==> src/rtl/ifu_fetch_pkg.sv <==
// Shared definitions for the instruction fetch stage: widths, FSM states,
// the NOP substituted on fetch errors, and the 32-bit word select helper.
package ifu_fetch_pkg;

  localparam int          IFU_ADDR_W   = 64;
  localparam int          IFU_BUS_W    = 64;
  localparam logic [31:0] IFU_NOP_INST = 32'h0000_0013;  // addi x0,x0,0

  typedef enum logic [2:0] {
    ST_BOOT = 3'd0,
    ST_REQ  = 3'd1,
    ST_WAIT = 3'd2,
    ST_HOLD = 3'd3,
    ST_DROP = 3'd4
  } fetch_state_e;

  // Each response beat carries two instructions; PC bit 2 picks the upper one.
  function automatic logic [31:0] sel_word(input logic [IFU_BUS_W-1:0] data,
                                           input logic                 upper);
    return upper ? data[63:32] : data[31:0];
  endfunction

endpackage

==> src/rtl/ifu_inst_buf.sv <==
// One-entry output register holding the fetched instruction for decode.
// load captures a new entry, clear empties it on consumption, and kill
// hides the entry combinationally in the same cycle a redirect discards it.
module ifu_inst_buf
  import ifu_fetch_pkg::*;
#(
  parameter int ADDR_W = IFU_ADDR_W
) (
  input  logic              clk,
  input  logic              rst_n,
  input  logic              load,
  input  logic [31:0]       load_inst,
  input  logic [ADDR_W-1:0] load_pc,
  input  logic              load_err,
  input  logic              clear,
  input  logic              kill,
  output logic [31:0]       ir,
  output logic [ADDR_W-1:0] ir_pc,
  output logic              fetch_err,
  output logic              ivalid
);

  logic valid_q;

  // Entry register: load has priority, clear only drops the valid bit so the
  // payload stays stable until the next load.
  always_ff @(posedge clk) begin
    if (!rst_n) begin
      valid_q   <= 1'b0;
      ir        <= '0;
      ir_pc     <= '0;
      fetch_err <= 1'b0;
    end else if (load) begin
      valid_q   <= 1'b1;
      ir        <= load_inst;
      ir_pc     <= load_pc;
      fetch_err <= load_err;
    end else if (clear) begin
      valid_q   <= 1'b0;
    end
  end

  assign ivalid = valid_q & ~kill;

endmodule

==> src/rtl/ifu_fetch.sv <==
// Instruction fetch stage: one outstanding request on the imem port, word
// select from the 64-bit beat, one-entry hold buffer towards decode, and
// redirect handling that discards in-flight or buffered instructions.
//
//   state | meaning
//   BOOT  | first cycle after reset, capture the boot PC
//   REQ   | request for pend_pc presented, waiting for ready
//   WAIT  | request accepted, waiting for the response beat
//   HOLD  | instruction buffered, waiting for decode to take it
//   DROP  | redirected while a request was in flight, swallow its response
module ifu_fetch
  import ifu_fetch_pkg::*;
#(
  parameter int          ADDR_W   = IFU_ADDR_W,
  parameter int          BUS_W    = IFU_BUS_W,
  parameter logic [31:0] NOP_INST = IFU_NOP_INST
) (
  input  logic              clk,
  input  logic              rst_n,
  input  logic [ADDR_W-1:0] fetch_addr,
  input  logic              fetch_en,
  input  logic              flush,
  output logic [31:0]       ir,
  output logic [ADDR_W-1:0] ir_pc,
  output logic              ivalid,
  output logic              fetch_err,
  output logic              imem_req_valid,
  input  logic              imem_req_ready,
  output logic [ADDR_W-1:0] imem_req_addr,
  input  logic              imem_rsp_valid,
  input  logic [BUS_W-1:0]  imem_rsp_data,
  input  logic              imem_rsp_err
);

  fetch_state_e      state_q, state_d;
  logic [ADDR_W-1:0] pend_pc_q, pend_pc_d;

  logic              redirect;
  logic              misaligned;
  logic              buf_load;
  logic [31:0]       buf_inst;
  logic              buf_err;
  logic              buf_clear;
  logic              buf_kill;

  assign redirect   = flush & fetch_en;
  assign misaligned = |pend_pc_q[1:0];

  // State and pending-PC registers.
  always_ff @(posedge clk) begin
    if (!rst_n) begin
      state_q   <= ST_BOOT;
      pend_pc_q <= '0;
    end else begin
      state_q   <= state_d;
      pend_pc_q <= pend_pc_d;
    end
  end

  // Next-state, pending-PC update, request strobe and buffer controls.
  always_comb begin
    state_d        = state_q;
    pend_pc_d      = pend_pc_q;
    imem_req_valid = 1'b0;
    buf_load       = 1'b0;
    buf_inst       = NOP_INST;
    buf_err        = 1'b0;
    buf_clear      = 1'b0;
    buf_kill       = 1'b0;

    case (state_q)
      ST_BOOT: begin
        pend_pc_d = fetch_addr;
        state_d   = ST_REQ;
      end

      ST_REQ: begin
        if (misaligned) begin
          // A redirect supersedes the misaligned fetch before it is reported.
          if (redirect) begin
            pend_pc_d = fetch_addr;
          end else begin
            buf_load = 1'b1;
            buf_err  = 1'b1;
            state_d  = ST_HOLD;
          end
        end else begin
          imem_req_valid = 1'b1;
          if (redirect) begin
            // The old address may still be accepted this cycle; its response
            // then has to be swallowed.
            pend_pc_d = fetch_addr;
            if (imem_req_ready) state_d = ST_DROP;
          end else if (imem_req_ready) begin
            state_d = ST_WAIT;
          end
        end
      end

      ST_WAIT: begin
        if (redirect) begin
          pend_pc_d = fetch_addr;
          state_d   = imem_rsp_valid ? ST_REQ : ST_DROP;
        end else if (imem_rsp_valid) begin
          buf_load = 1'b1;
          buf_err  = imem_rsp_err;
          buf_inst = imem_rsp_err ? NOP_INST
                                  : sel_word(imem_rsp_data[63:0], pend_pc_q[2]);
          state_d  = ST_HOLD;
        end
      end

      ST_HOLD: begin
        if (fetch_en) begin
          pend_pc_d = fetch_addr;
          buf_clear = 1'b1;
          buf_kill  = flush;
          state_d   = ST_REQ;
        end
      end

      ST_DROP: begin
        if (redirect) pend_pc_d = fetch_addr;
        if (imem_rsp_valid) state_d = ST_REQ;
      end

      default: state_d = ST_BOOT;
    endcase
  end

  assign imem_req_addr = {pend_pc_q[ADDR_W-1:3], 3'b000};

  ifu_inst_buf #(
    .ADDR_W(ADDR_W)
  ) u_inst_buf (
    .clk       (clk),
    .rst_n     (rst_n),
    .load      (buf_load),
    .load_inst (buf_inst),
    .load_pc   (pend_pc_q),
    .load_err  (buf_err),
    .clear     (buf_clear),
    .kill      (buf_kill),
    .ir        (ir),
    .ir_pc     (ir_pc),
    .fetch_err (fetch_err),
    .ivalid    (ivalid)
  );

  // A response is only legal while a request is outstanding.
  a_rsp_only_when_outstanding : assert property (
    @(posedge clk) disable iff (!rst_n)
    imem_rsp_valid |-> (state_q == ST_WAIT || state_q == ST_DROP)
  );

endmodule

==> config.mk <==
export PLATFORM = sky130hd
export DESIGN_NAME = ifu_fetch
export DESIGN_NICKNAME = d
export VERILOG_FILES = /design/src/rtl/ifu_fetch_pkg.sv /design/src/rtl/ifu_inst_buf.sv /design/src/rtl/ifu_fetch.sv
export SDC_FILE = /design/constraint.sdc
export NUM_CORES = 1
export LEC_CHECK = 0
export CAP_MARGIN = 20
export CORE_MARGIN = 2
export CORE_UTILIZATION = 38
export DETAILED_ROUTE_END_ITERATION = 16
export PLACE_DENSITY = 0.76
export RECOVER_POWER = 50
export SETUP_SLACK_MARGIN = 0.5
export SLEW_MARGIN = 20
export SYNTH_ARGS = -nofsm -noshare
export SYNTH_HDL_FRONTEND = slang
export SYNTH_SLANG_ARGS = --single-unit
export TNS_END_PERCENT = 1
==> constraint.sdc <==
create_clock -name clk -period 1.3 [get_ports clk]
set_input_delay 0.26 -clock clk [delete_from_list [all_inputs] [get_ports clk]]
set_output_delay 0.26 -clock clk [all_outputs]
set_load 0.005 [all_outputs]
Word-level counts from Yosys, hierarchy flattened
Cells that the tools add are included.
{"block": "word_totals", "register_bits": 165, "out_inout_bits": 163, "elab_cells": 62}
{"block": "op_classes", "n_eq_ne": 11, "n_mux": 35, "n_bitwise": 3, "n_reduce_logical": 7}
{"operator": "one-hot mux 64 bit (3 select lines)", "n": 1}
{"operator": "two-way mux 32 bit", "n": 5}
{"operator": "two-way mux 64 bit", "n": 2}
{"operator": "two-way mux 3 bit", "n": 10}
{"operator": "one-hot mux 3 bit (5 select lines)", "n": 1}
{"operator": "two-way mux 1 bit", "n": 14}
{"operator": "!= test 3 bit, second input constant", "n": 4}
{"operator": "== test 3 x 2 -> 1 bit, second input constant", "n": 2}
{"operator": "AND reduction 6 bit", "n": 1}
{"operator": "!= test 2 bit, second input constant", "n": 2}
{"operator": "one-hot mux 1 bit (2 select lines)", "n": 2}
{"operator": "== test 3 x 1 -> 1 bit, second input constant", "n": 1}
{"operator": "== test 3 bit, second input constant", "n": 1}
{"operator": "zero test 3 bit", "n": 1}
{"operator": "AND reduction 3 bit", "n": 1}
{"operator": "nonzero test 3 bit", "n": 1}
{"operator": "OR reduction 3 bit", "n": 1}
{"operator": "bitwise AND 1 bit", "n": 2}
{"operator": "!= test 2 x 1 -> 1 bit, second input constant", "n": 1}
{"operator": "nonzero test 2 bit", "n": 1}
{"operator": "OR reduction 2 bit", "n": 1}
{"operator": "NOT 1 bit", "n": 1}

Logic depth before layout (Yosys ltp)
{"block": "depth", "word_depth": 5, "depth_mapped": 8, "depth_no_buf": 4}

Cells and area by module
Synthesis repeated with hierarchy kept, for this count alone.
{"block": "hier_totals", "cells_unflattened": 777, "hier_area_um2": 7552.2}
{"mod": "ifu_fetch", "instances": 1, "cells_per_inst": 461, "area_per_inst_um2": 3851.2, "seq_area_each_um2": 1341.3}
{"mod": "ifu_inst_buf", "instances": 1, "cells_per_inst": 316, "area_per_inst_um2": 3701.0, "seq_area_each_um2": 1961.9}

Worst setup path before layout
OpenSTA, ideal clock, no wires.
{"block": "synth_timing", "path_type": "reg2reg", "start": "register state_q[0]", "end": "register pend_pc_q[11]", "setup_time_ns": 0.069, "arrival_time_ns": 1.376, "path_slack_ns": -0.145, "stages_incl_launch_ff": 9, "path_buffers": 4, "path_cell_list": "dfxtp_1 buf_6 or2_1 o32ai_2 buf_4 buf_6 buf_6 nand3_1 o21ai_1"}
{"block": "synth_via", "elab_chain_len": 4, "word_cells_on_any_way": 11}
{"item": "start, declared", "line": "ifu_fetch.sv:35", "source": "fetch_state_e state_q, state_d;"}
{"item": "start signal, assigned", "line": "ifu_fetch.sv:55", "source": "state_q <= state_d;"}
{"item": "== test 3 bit, or another cell as far along", "line": "ifu_fetch.sv:71", "source": "case (state_q)"}
{"item": "OR reduction 3 bit (no source line)"}
{"item": "!= test 2 x 1 -> 1 bit (no source line) or nonzero test 3 bit (tied branches)"}
{"item": "AND reduction 3 bit (no source line)"}
{"item": "end signal, assigned", "line": "ifu_fetch.sv:56", "source": "pend_pc_q <= pend_pc_d;"}
{"item": "end, declared", "line": "ifu_fetch.sv:36", "source": "logic [ADDR_W-1:0] pend_pc_q, pend_pc_d;"}
Parallel ways exist; a longest one is shown, timed or not.
A chain may end at the register's enable or synchronous reset.

Worst setup path after layout
{"block": "layout_timing", "start": "register state_q[0]", "end": "register pend_pc_q[49]"}
The elaborated chain is that of the path after synthesis.

==> summary.txt <==
Routing
  – DRC: 0
  – Antenna-violating nets left: 0
  – Vias/cell: between 5 and 6
  – Initial drt markers: between 400 and 500
  – Routed wire per std cell: between 15 and 20 µm
  – Vias: between 6k and 7k
  – Drt total wl: ~23000 µm
  – TritonRoute pass-1 iters: 5

Timing
  – Clk_skew: around 12 ps
  – Hold Vio Cnt, Final: 0
  – Min cycle time layout: approximately 1600 ps
  – RSZ-0062 raised after global routing: true
  – Share of the clock period used by the worst path: 1.27
  – Setup ws final: -350 ps
  – Hold_ws: ~340 ps
  – Final slew viol count: 0
  – Finish-stage setup viols: 167
  – Max Clk Rate: ~610 MHz

Synthesis
  – Mapped Area: about 6900 µm²
  – Yosys warns: 0
  – Number of synthesized register bits: around 170
  – Syn Area/Cell: 8.61 µm²
  – Synth cell types: 37
  – Synth Instances: around 800
  – Sequential fraction of the synthesis area: 0.477

Layout
  – Nets: between 1k and 1.5k
  – Final-layout fill cell count: approximately 1.6k
  – Non-Filler Instances: 1281
  – N_diodes: 0
  – Fin util: 0.592
  – Most common cell after layout, fill and taps aside: dfxtp_1
  – Layout cells sized above 1: 0.272
  – Commonest cells after routing, fill and taps aside: dfxtp_1, clkdlybuf4s50_1, nand3_1
  – Syn-to-layout area delta: 52.9%

Worst setup path
  – Setup CP Type: flip-flop to flip-flop
  – Most frequent CP cell: buf_6
  – Slowest CP cell: dfxtp_4
  – CP top delay family: buffers and inverters
  – Worst Path Arrival: about 2000 ps
  – WP buf/inv: 5
  – Worst-path maximum fanout: 7
  – Max incr delay on CP: about 340 ps
  – CP required: 1650 ps
  – Worst Setup Start Kind: flip-flop
  – Critical Path, Cell by Cell: buf_6 > buf_6 > or2_4 > o32ai_4 > buf_6 > buf_8 > clkbuf_16 > nand3_1 > o21ai_0
  – CP Capture Type: flip-flop

Floorplan
  – I/O Pins: approximately 300
  – # rows: 49
  – Die Width: between 100 and 150 µm
  – Initial Util: 0.387
  – Core area: ~18000 µm²
  – Die Area: 19300 µm²
  – Die span in y: ~140 µm

Place
  – Gpl congestion: around 0.84
  – Hpwl dp: about 15000 µm
  – IO buf count: around 290
  – Placed cells: 1233

Pwr
  – VDD IR max: between 0.0008 and 0.0009 V
  – Tot Pwr: 0.0140 W
  – Static Leakage: around 4 nW
  – P per Cell Area: between 1000 and 1500 nW/µm²

GRT
  – Total gr overflow: 0
  – Vias in the first global route: 6579
  – First-pass GRT wire length: between 30000 and 40000 µm
  – Initial antenna violation count: 0
  – Pin count of the biggest net entering global routing: 87
  – All-Layer GR Usage: 0.226

CTS
  – TritonCTS clock tree: built
  – Buffer depth of the longest clock path: 2
  – Clock transition at path regs: about 70 ps
  – Clk root buf: clkbuf_16
  – # clock sinks: about 170
  – Clk_lat worst skew: 420 ps
  – Cts bufs inserted: 17
  – Hold-fix buffers, CTS: 0
  – # H-tree levels: 4

Status
  – Failing checks: negative setup slack
  – Outcome: finished with violations

Min path
  – Hold Crit Class: primary input to flip-flop

Run
  – Max Cap Viol: 0
==> worst register-to-register path, stage by stage, from the launching register on <==
cell and delay (ps):
dfxtp_4 340, buf_6 110, buf_6 120, or2_4 270
o32ai_4 120, buf_6 170, buf_8 150, clkbuf_16 160
nand3_1 70, o21ai_0 80
==> timing repair <==
item,4_1_cts,5_1_grt
resized for setup,629,107
hold endpoints to repair,0,0
setup endpoints to repair,325,325
buffers inserted,7,4
cloned,3,3
pin swaps,2,10
==> cell families (layout without fill, tap and decap cells) <==
logic type,count (synthesis),in the layout,synth area share
AOI/OAI and AO/OA,245,245,0.202
and+or+nand+nor,216,216,0.147
DFF,165,165,0.477
buffers and inverters,145,391,0.127
muxes,32,32,0.0468
other,1,3,0.000541
==> final timing paths <==
kind                                        from                              to  slack, ps  cells past startpoint
hold reg to reg   u_inst_buf.ir[27]$_SDFFE_PN0P_  u_inst_buf.ir[27]$_SDFFE_PN0P_        460                      1
setup reg to reg         state_q[0]$_SDFFE_PN0P_      pend_pc_q[49]$_SDFFE_PN0P_       -350                      9
setup / recovery         state_q[0]$_SDFFE_PN0P_      pend_pc_q[49]$_SDFFE_PN0P_       -350                      9
hold / removal                             rst_n      pend_pc_q[59]$_SDFFE_PN0P_        340                      4
==> metrics by stage <==
stage                     setup WS (ps)  cell area (µm²)  setup TNS, ps
after floorplan                    -108             6950          -9500
after global placement             -548             9860         -78830
after detailed placement           -595             9860         -82630
after CTS                          -326            10400         -44780
after global routing               -417            10600         -57080
final                              -350            10600         -44690
==> final cells by class <==
type,count,area (µm²),share of cell area
clock buffers,20,457,0.0431
flip-flops and latches,165,3330,0.314
multi-input cells,496,2950,0.279
inverters,4,15.0,0.00142
repair buffers,356,3440,0.324
well taps,229,287,0.0271
clock inverters,11,116,0.0110
==> registers in the layout, summed over array words and instances, names as in the netlist <==
register,count
pend_pc_q,64
u_inst_buf.ir,32
u_inst_buf.ir_pc,64
u_inst_buf.fetch_err,1
state_q,3
u_inst_buf.valid_q,1
==> routing by layer <==
metal / routed length, µm / GRT usage / vias up
met2: 11400 / 0.395 / 273
met3: 1550 / 0.0584 / 48
met1: 8930 / 0.264 / 3221
li1: - / - / 3234
met4: 667 / 0.0936 / 0
met5: 0 / 0 / -
==> report_power, final <==
part           switching [W]  leakage, nW  internal [W]
Sequential          0.000287         1.35       0.00544
Clock                0.00212        0.272       0.00277
Combinational        0.00162         2.37       0.00174
Total                0.00403         3.99       0.00996
==> synth_stat cells <==
library cell | count | area, µm²
o21a_1 | 2 | 15.0
nand2b_2 | 1 | 8.76
o21ai_0 | 127 | 636
o211a_1 | 2 | 20.0
o21ai_1 | 6 | 30.0
and2_1 | 1 | 6.26
buf_1 | 3 | 11.3
conb_1 | 1 | 3.75
mux2i_1 | 29 | 290
nor2_1 | 5 | 18.8
nand4_1 | 1 | 6.26
nor3_1 | 3 | 15.0
o2bb2ai_1 | 29 | 254
o22ai_2 | 1 | 12.5
buf_6 | 5 | 56.3
nand3_1 | 130 | 651
nand2_1 | 67 | 251
inv_1 | 4 | 15.0
nand2b_1 | 1 | 6.26
nor4_1 | 2 | 12.5
a21oi_1 | 70 | 350
a21boi_0 | 1 | 7.51
buf_4 | 68 | 510
nand4_2 | 1 | 12.5
or2_1 | 2 | 12.5
o32ai_2 | 1 | 16.3
nor2b_2 | 1 | 8.76
mux2_2 | 3 | 33.8
o221a_2 | 3 | 33.8
dfxtp_1 | 165 | 3300
o2111ai_1 | 1 | 8.76
a2bb2oi_1 | 1 | 8.76
or3_1 | 1 | 6.26
a221oi_1 | 1 | 8.76
clkbuf_2 | 5 | 25.0
clkbuf_1 | 33 | 124
buf_2 | 27 | 135
No activity file was read; power rests on OpenSTA's default activity.
